File: src/rtl/whackamole_pkg.sv
// Shared widths, LFSR constants and display helper for the whack-a-mole core.
package whackamole_pkg;
  localparam int POS_W = 3;
  localparam int LED_W = 8;
  localparam logic [7:0] LFSR_TAPS     = 8'hB8;  // x^8+x^6+x^5+x^4+1
  localparam logic [7:0] LFSR_SEED_DEF = 8'hA5;

  // One-hot LED pattern for a hole index.
  function automatic logic [LED_W-1:0] pos_onehot(input logic [POS_W-1:0] p);
    return LED_W'(1) << p;
  endfunction
endpackage

File: src/rtl/lfsr8.sv
// Free-running 8-bit Fibonacci LFSR. Feedback is the XOR of the tapped bits
// and shifts in at bit 0. Bit 7 is always tapped, so a non-zero seed never
// decays to the all-zero lock-up state.
module lfsr8 import whackamole_pkg::*; #(
  parameter logic [7:0] SEED = LFSR_SEED_DEF
) (
  input  logic       clk,
  input  logic       rst_n,
  output logic [7:0] state
);
  logic [7:0] state_q, state_d;

  // Next state: shift left, feed back the parity of the tapped bits.
  always_comb begin
    state_d = {state_q[6:0], ^(state_q & LFSR_TAPS)};
  end

  // State register.
  always_ff @(posedge clk or negedge rst_n) begin
    if (!rst_n) state_q <= SEED;
    else        state_q <= state_d;
  end

  assign state = state_q;
endmodule

File: src/rtl/whackamole_core.sv
// Whack-a-mole core: mole placement, guess latch/evaluate, hit/miss pulses
// and the 8-LED display (one-hot mole, or a timed all-on/all-off flash).
module whackamole_core import whackamole_pkg::*; #(
  parameter int         MOLE_PERIOD  = 50_000_000,
  parameter int         FLASH_CYCLES = 25_000_000,
  parameter logic [7:0] LFSR_SEED    = LFSR_SEED_DEF
) (
  input  logic             clk,
  input  logic             rst_n,
  input  logic [POS_W-1:0] user_guess,
  input  logic             guess_now,
  input  logic             eval_now,
  output logic [POS_W-1:0] mole_pos,
  output logic             mole_change,
  output logic             guess_correct,
  output logic             guess_wrong,
  output logic [LED_W-1:0] led
);
  localparam int TMR_W = $clog2(MOLE_PERIOD);
  localparam int FL_W  = $clog2(FLASH_CYCLES + 1);
  localparam logic [TMR_W-1:0] TMR_LAST = TMR_W'(MOLE_PERIOD - 1);
  localparam logic [FL_W-1:0]  FL_LOAD  = FL_W'(FLASH_CYCLES);

  logic [7:0] lfsr_state;
  logic [4:0] lfsr_unused;

  logic             guess_prev_q, guess_prev_d;
  logic             eval_prev_q, eval_prev_d;
  logic [POS_W-1:0] guess_reg_q, guess_reg_d;
  logic             guess_valid_q, guess_valid_d;
  logic [TMR_W-1:0] timer_q, timer_d;
  logic [POS_W-1:0] mole_pos_q, mole_pos_d;
  logic             mole_change_q, mole_change_d;
  logic             correct_q, correct_d;
  logic             wrong_q, wrong_d;
  logic [FL_W-1:0]  flash_q, flash_d;
  logic [LED_W-1:0] led_q, led_d;

  logic             guess_edge, eval_edge, eval_ok, hit, miss, expire, relocate;
  logic [POS_W-1:0] eff_guess, cand;

  lfsr8 #(.SEED(LFSR_SEED)) u_lfsr (
    .clk  (clk),
    .rst_n(rst_n),
    .state(lfsr_state)
  );

  // Only the low bits pick a hole; the rest just keep the sequence long.
  assign lfsr_unused = lfsr_state[7:3];

  // Strobe edges, hit/miss decision against the current (pre-move) mole,
  // and the relocation candidate that is guaranteed to differ from it.
  always_comb begin
    guess_edge = guess_now & ~guess_prev_q;
    eval_edge  = eval_now & ~eval_prev_q;
    eval_ok    = eval_edge & (guess_valid_q | guess_edge);
    eff_guess  = guess_edge ? user_guess : guess_reg_q;
    hit        = eval_ok & (eff_guess == mole_pos_q);
    miss       = eval_ok & ~hit;
    expire     = (timer_q == TMR_LAST);
    relocate   = hit | expire;
    cand       = lfsr_state[POS_W-1:0];
    if (cand == mole_pos_q) cand = cand + POS_W'(1);
  end

  // Guess latch: an edge loads it, an accepted evaluation consumes it.
  always_comb begin
    guess_prev_d  = guess_now;
    eval_prev_d   = eval_now;
    guess_reg_d   = guess_reg_q;
    guess_valid_d = guess_valid_q;
    if (guess_edge) begin
      guess_reg_d   = user_guess;
      guess_valid_d = 1'b1;
    end
    if (eval_ok) guess_valid_d = 1'b0;
  end

  // Mole timer and relocation; a hit and an expiry together move it once.
  always_comb begin
    timer_d       = relocate ? '0 : timer_q + TMR_W'(1);
    mole_pos_d    = relocate ? cand : mole_pos_q;
    mole_change_d = relocate;
    correct_d     = hit;
    wrong_d       = miss;
  end

  // Display: a result loads the flash pattern and counter; the pattern is
  // held while more than one flash cycle remains, then the one-hot returns.
  always_comb begin
    flash_d = flash_q;
    led_d   = led_q;
    if (hit) begin
      led_d   = '1;
      flash_d = FL_LOAD;
    end else if (miss) begin
      led_d   = '0;
      flash_d = FL_LOAD;
    end else begin
      if (flash_q != '0) flash_d = flash_q - FL_W'(1);
      if (flash_q <= FL_W'(1)) led_d = pos_onehot(mole_pos_d);
    end
  end

  // State registers.
  always_ff @(posedge clk or negedge rst_n) begin
    if (!rst_n) begin
      guess_prev_q  <= 1'b0;
      eval_prev_q   <= 1'b0;
      guess_reg_q   <= '0;
      guess_valid_q <= 1'b0;
      timer_q       <= '0;
      mole_pos_q    <= '0;
      mole_change_q <= 1'b0;
      correct_q     <= 1'b0;
      wrong_q       <= 1'b0;
      flash_q       <= '0;
      led_q         <= LED_W'(1);
    end else begin
      guess_prev_q  <= guess_prev_d;
      eval_prev_q   <= eval_prev_d;
      guess_reg_q   <= guess_reg_d;
      guess_valid_q <= guess_valid_d;
      timer_q       <= timer_d;
      mole_pos_q    <= mole_pos_d;
      mole_change_q <= mole_change_d;
      correct_q     <= correct_d;
      wrong_q       <= wrong_d;
      flash_q       <= flash_d;
      led_q         <= led_d;
    end
  end

  assign mole_pos      = mole_pos_q;
  assign mole_change   = mole_change_q;
  assign guess_correct = correct_q;
  assign guess_wrong   = wrong_q;
  assign led           = led_q;
endmodule

File: config.mk
export PLATFORM = sky130hd
export DESIGN_NAME = whackamole_core
export DESIGN_NICKNAME = d
export VERILOG_FILES = /design/src/rtl/whackamole_pkg.sv /design/src/rtl/lfsr8.sv /design/src/rtl/whackamole_core.sv
export SDC_FILE = /design/constraint.sdc
export NUM_CORES = 1
export LEC_CHECK = 0
export BUFFER_PORTS_ARGS = -buffer_cell sky130_fd_sc_hd__buf_4
export CAP_MARGIN = 40
export CORE_MARGIN = 4
export CORE_UTILIZATION = 55
export CTS_BUF_LIST = sky130_fd_sc_hd__clkbuf_8 sky130_fd_sc_hd__clkbuf_16
export CTS_CLUSTER_SIZE = 10
export DETAILED_ROUTE_END_ITERATION = 12
export GPL_TIMING_DRIVEN = 1
export PLACE_DENSITY_LB_ADDON = 0.15
export SLEW_MARGIN = 20
export SYNTH_ARGS = -nofsm -noshare
export SYNTH_HDL_FRONTEND = slang
export SYNTH_SLANG_ARGS = --single-unit
export TNS_END_PERCENT = 1
File: constraint.sdc
create_clock -name clk -period 2.2 [get_ports clk]
set_input_delay 0.44 -clock clk [delete_from_list [all_inputs] [get_ports clk]]
set_output_delay 0.44 -clock clk [all_outputs]
set_load 0.005 [all_outputs]
==> key figures <==
Logic synthesis
  • Syn Inst Count: 384
  • Sequential fraction of the synthesis area: 49.47%
  • Syn Std Cell Area: 4009 µm²
  • Top FF cell, synth: dfrtp_1
  • Ys async rst share: 100.0%
  • Yosys warnings: 0
  • Number of synthesized flops with an enable pin: 0
  • Synth top area share: 46.19%
  • Area leader, netlist: dfrtp_1
  • Syn Area/Cell: 10.44 µm²
  • Post-synthesis cell type count: 54
  • Top post-synthesis cells by area: dfrtp_1 (46%), xor2_1 (6.8%), xnor2_1 (4.8%)
  • Synth Net Count: 396
  • Synth Register Bits: 79

Placement
  • Dpl hpwl: 5824 µm
  • Cell Area, Placed: 4646 µm²
  • Port buffer count: 20
  • Routability cong.: 0.8253

STA
  • Slew at the pin closest to its max-slew limit: 509.6 ps
  • Fmax: 453.1 MHz
  • Clk_skew: 14.79 ps
  • Post-route minimum period: 2207 ps
  • Setup ws final: -6.802 ps
  • Final hold vios: 0
  • Tcrit/Tclk final: 100.3%
  • Final Setup Violations: 1
  • Final Max Tran Viols: 0
  • Relative slew slack: 66.03%
  • RSZ-0062 raised after global routing: yes

Clocking
  • Clock Latency Late Sink: 350 ps
  • CTS tree: yes
  • H-tree depth: 3
  • Clk root buf: clkbuf_8
  • Clock buffer count from CTS: 9
  • Worst-path clk slew: 90 ps
  • CTS Buffer Depth: 2
  • Clock sinks: 79

GRT
  • Vias in the first global route: 2996
  • Initial antenna violation count: 0
  • GR Overflow Total: 0
  • Pin count of the biggest net entering global routing: 42
  • First-pass GRT wire length: 13860 µm
  • Total GRT Usage: 20.02%

Setup path
  • Critical Path Fanout Max: 5
  • Register-to-register setup slack: -7 ps
  • CP endpoint kind: flip-flop
  • Critical path cell sequence: or4_4 -> nor4_4 -> o31ai_4 -> or4_1 -> xor2_1 -> nand2_1
  • Slowest CP cell: or4_4
  • Worst Setup Start Kind: flip-flop
  • Critical setup path kind: flip-flop to flip-flop
  • CP startpoint: flash_q[3]
  • Worst R2R Start: flash_q[3]
  • Crit-path max cell delay: 580 ps
  • Crit path DAT: 2450 ps
  • Reg2reg end: flash_q[19]
  • Reg2reg path depth: 6
  • CP required: 2440 ps

Route
  • Routed wirelength normalized by instance count: 14.99 µm
  • Final ANT Viol Nets: 0
  • Vias post-DR: 3030
  • DRT iter0 DRCs: 97
  • DRC: 0
  • Total Wirelength: 8367 µm
  • Vias per cell: 5.430
  • DR pass1 iterations: 4

Outcome
  • Status: finished with violations
  • Failing checks: setup timing

Power
  • Pwr dens: 904.8 nW/µm²
  • Comb pwr share: 34.5%
  • Seq pwr share: 43.5%
  • Lkg Pwr: 0.002171 µW
  • Internal Power: 2943 µW
  • Clk pwr share: 22.0%
  • Psw: 1494 µW
  • Power Total: 4436 µW
  • Switching Share: 33.67%
  • Peak VDD IR: 577.3 µV

Finish
  • Post-layout nets: 469
  • Filler cell count: 529
  • Multi-input logic area: 1981 µm²
  • Finished Cell Area: 4903 µm²
  • Final Util: 70.61%
  • Antenna cell count: 0
  • Layout cells sized above 1: 28.57%
  • Register area: 1983 µm²
  • Area delta synth->final: 22.32%

Floorplanning
  • Die height: 93.38 µm
  • Die area: 8719 µm²
  • Initial Util: 57.73%
  • FP Rows: 30
  • Core area: 6944 µm²
  • Boundary Pins: 21
  • Die width: 93.38 µm

Flow run
  • Max-cap violations: 0

Min path
  • Hold WC Path Type: primary input to async pin
## flip-flops by register name, indices dropped and copies added (netlist names)
signal,cells
mole_change,1
timer_q,26
eval_prev_q,1
guess_prev_q,1
flash_q,25
guess_valid_q,1
guess_reg_q,3
mole_pos,3
guess_wrong,1
led,8
guess_correct,1
u_lfsr.state,8
## metal layers
layer | GRT usage [%] | up-vias | part of all wire, %
met5 | 0 | - | 0
met4 | 8.425 | 0 | 1.4
met3 | 3.620 | 9 | 3.8
met2 | 31.63 | 46 | 50
met1 | 27.13 | 1503 | 45
li1 | - | 1472 | -
## metrics by stage
stage / hold slack [ps] / std cells / setup TNS [ps] / setup WS [ps]
final: 45.19 / 558 / -6.802 / -6.802
after global routing: 75.98 / 558 / -868.2 / -129.0
after CTS: 54.15 / 557 / -45.35 / -22.67
after detailed placement: 355.5 / 541 / -835.9 / -76.92
after global placement: 344.0 / 541 / -23.72 / -14.20
after floorplan: 144.4 / 384 / -1263 / -84.45
## timing repair
action,in CTS,in global routing
pin swaps,0,6
endpoints found under the setup margin,16,28
buffers inserted,0,1
resized for setup,3,15
hold buffers,0,0
## power by group through the flow
| stage | logic (µW) | clock network, µW | registers [µW] |
|---|---|---|---|
| after floorplan | 850 | 0 | 1970 |
| after global placement | 1440 | 0 | 1940 |
| after detailed placement | 1500 | 0 | 1950 |
| after CTS | 1510 | 999 | 1930 |
| after global routing | 1700 | 1050 | 1960 |
| final | 1530 | 974 | 1930 |
## cell usage after synthesis, types with 5 or more instances
cell type  number
a21oi_1        11
clkbuf_1        9
dfrtp_1        74
dfstp_2         5
ha_1            5
inv_1           9
mux2i_1         7
nand2_1        30
nand3_1        19
nand4_1         9
nor2_1         51
nor2b_1         5
nor3_1         14
nor4_1          6
o21ai_0         7
or4_1           6
xnor2_1        22
xor2_1         31
## critical path, delay by kind of cell, from the launching register on
kind | cells | cell delay, ps
flip-flops | 1 | 430
XOR/XNOR | 1 | 140
AO/OA/AOI/OAI | 1 | 150
AND/OR/NAND/NOR | 4 | 1400
## layout make-up
cell class                 count  area share (%)
sequential                    79           40.44
multi-input combinational    280           40.39
timing repair buffer          78           12.45
clock buffer                  10           2.807
tap                           96           2.450
clock inverter                 6          0.7655
inverter                       9          0.6890
## cell families after synthesis
kind of cell / Yosys count / share of synthesized area, %
multiplexers: 9 / 2.310
AND/OR/NAND/NOR: 173 / 24.06
AO/OA/AOI/OAI: 40 / 8.021
adder cells (fa/ha/maj): 5 / 1.561
buffers and inverters: 25 / 2.996
flip-flops: 79 / 49.47
XOR/XNOR: 53 / 11.58
## cells in the final DEF (no fill, tap or decap), drive strengths merged, types with 10 or more instances in the layout
| cell type | count |
|---|---|
| nand2 | 30 |
| nor2 | 52 |
| inv | 10 |
| xnor2 | 22 |
| clkbuf | 10 |
| dfrtp | 74 |
| nand3 | 19 |
| xor2 | 31 |
| a21oi | 12 |
| buf | 78 |
| nor3 | 14 |
## worst max-delay path by stage
stage,to,slack (ps),cells after the start
after global routing,flash_q[19],-130,6
after detailed placement,flash_q[13],-80,6
after CTS,flash_q[19],-20,6
after global placement,flash_q[19],-10,6
final,flash_q[19],-7,6
after floorplan,timer_q[10],-80,9
Note: power is estimated with default switching activity, not from simulation.
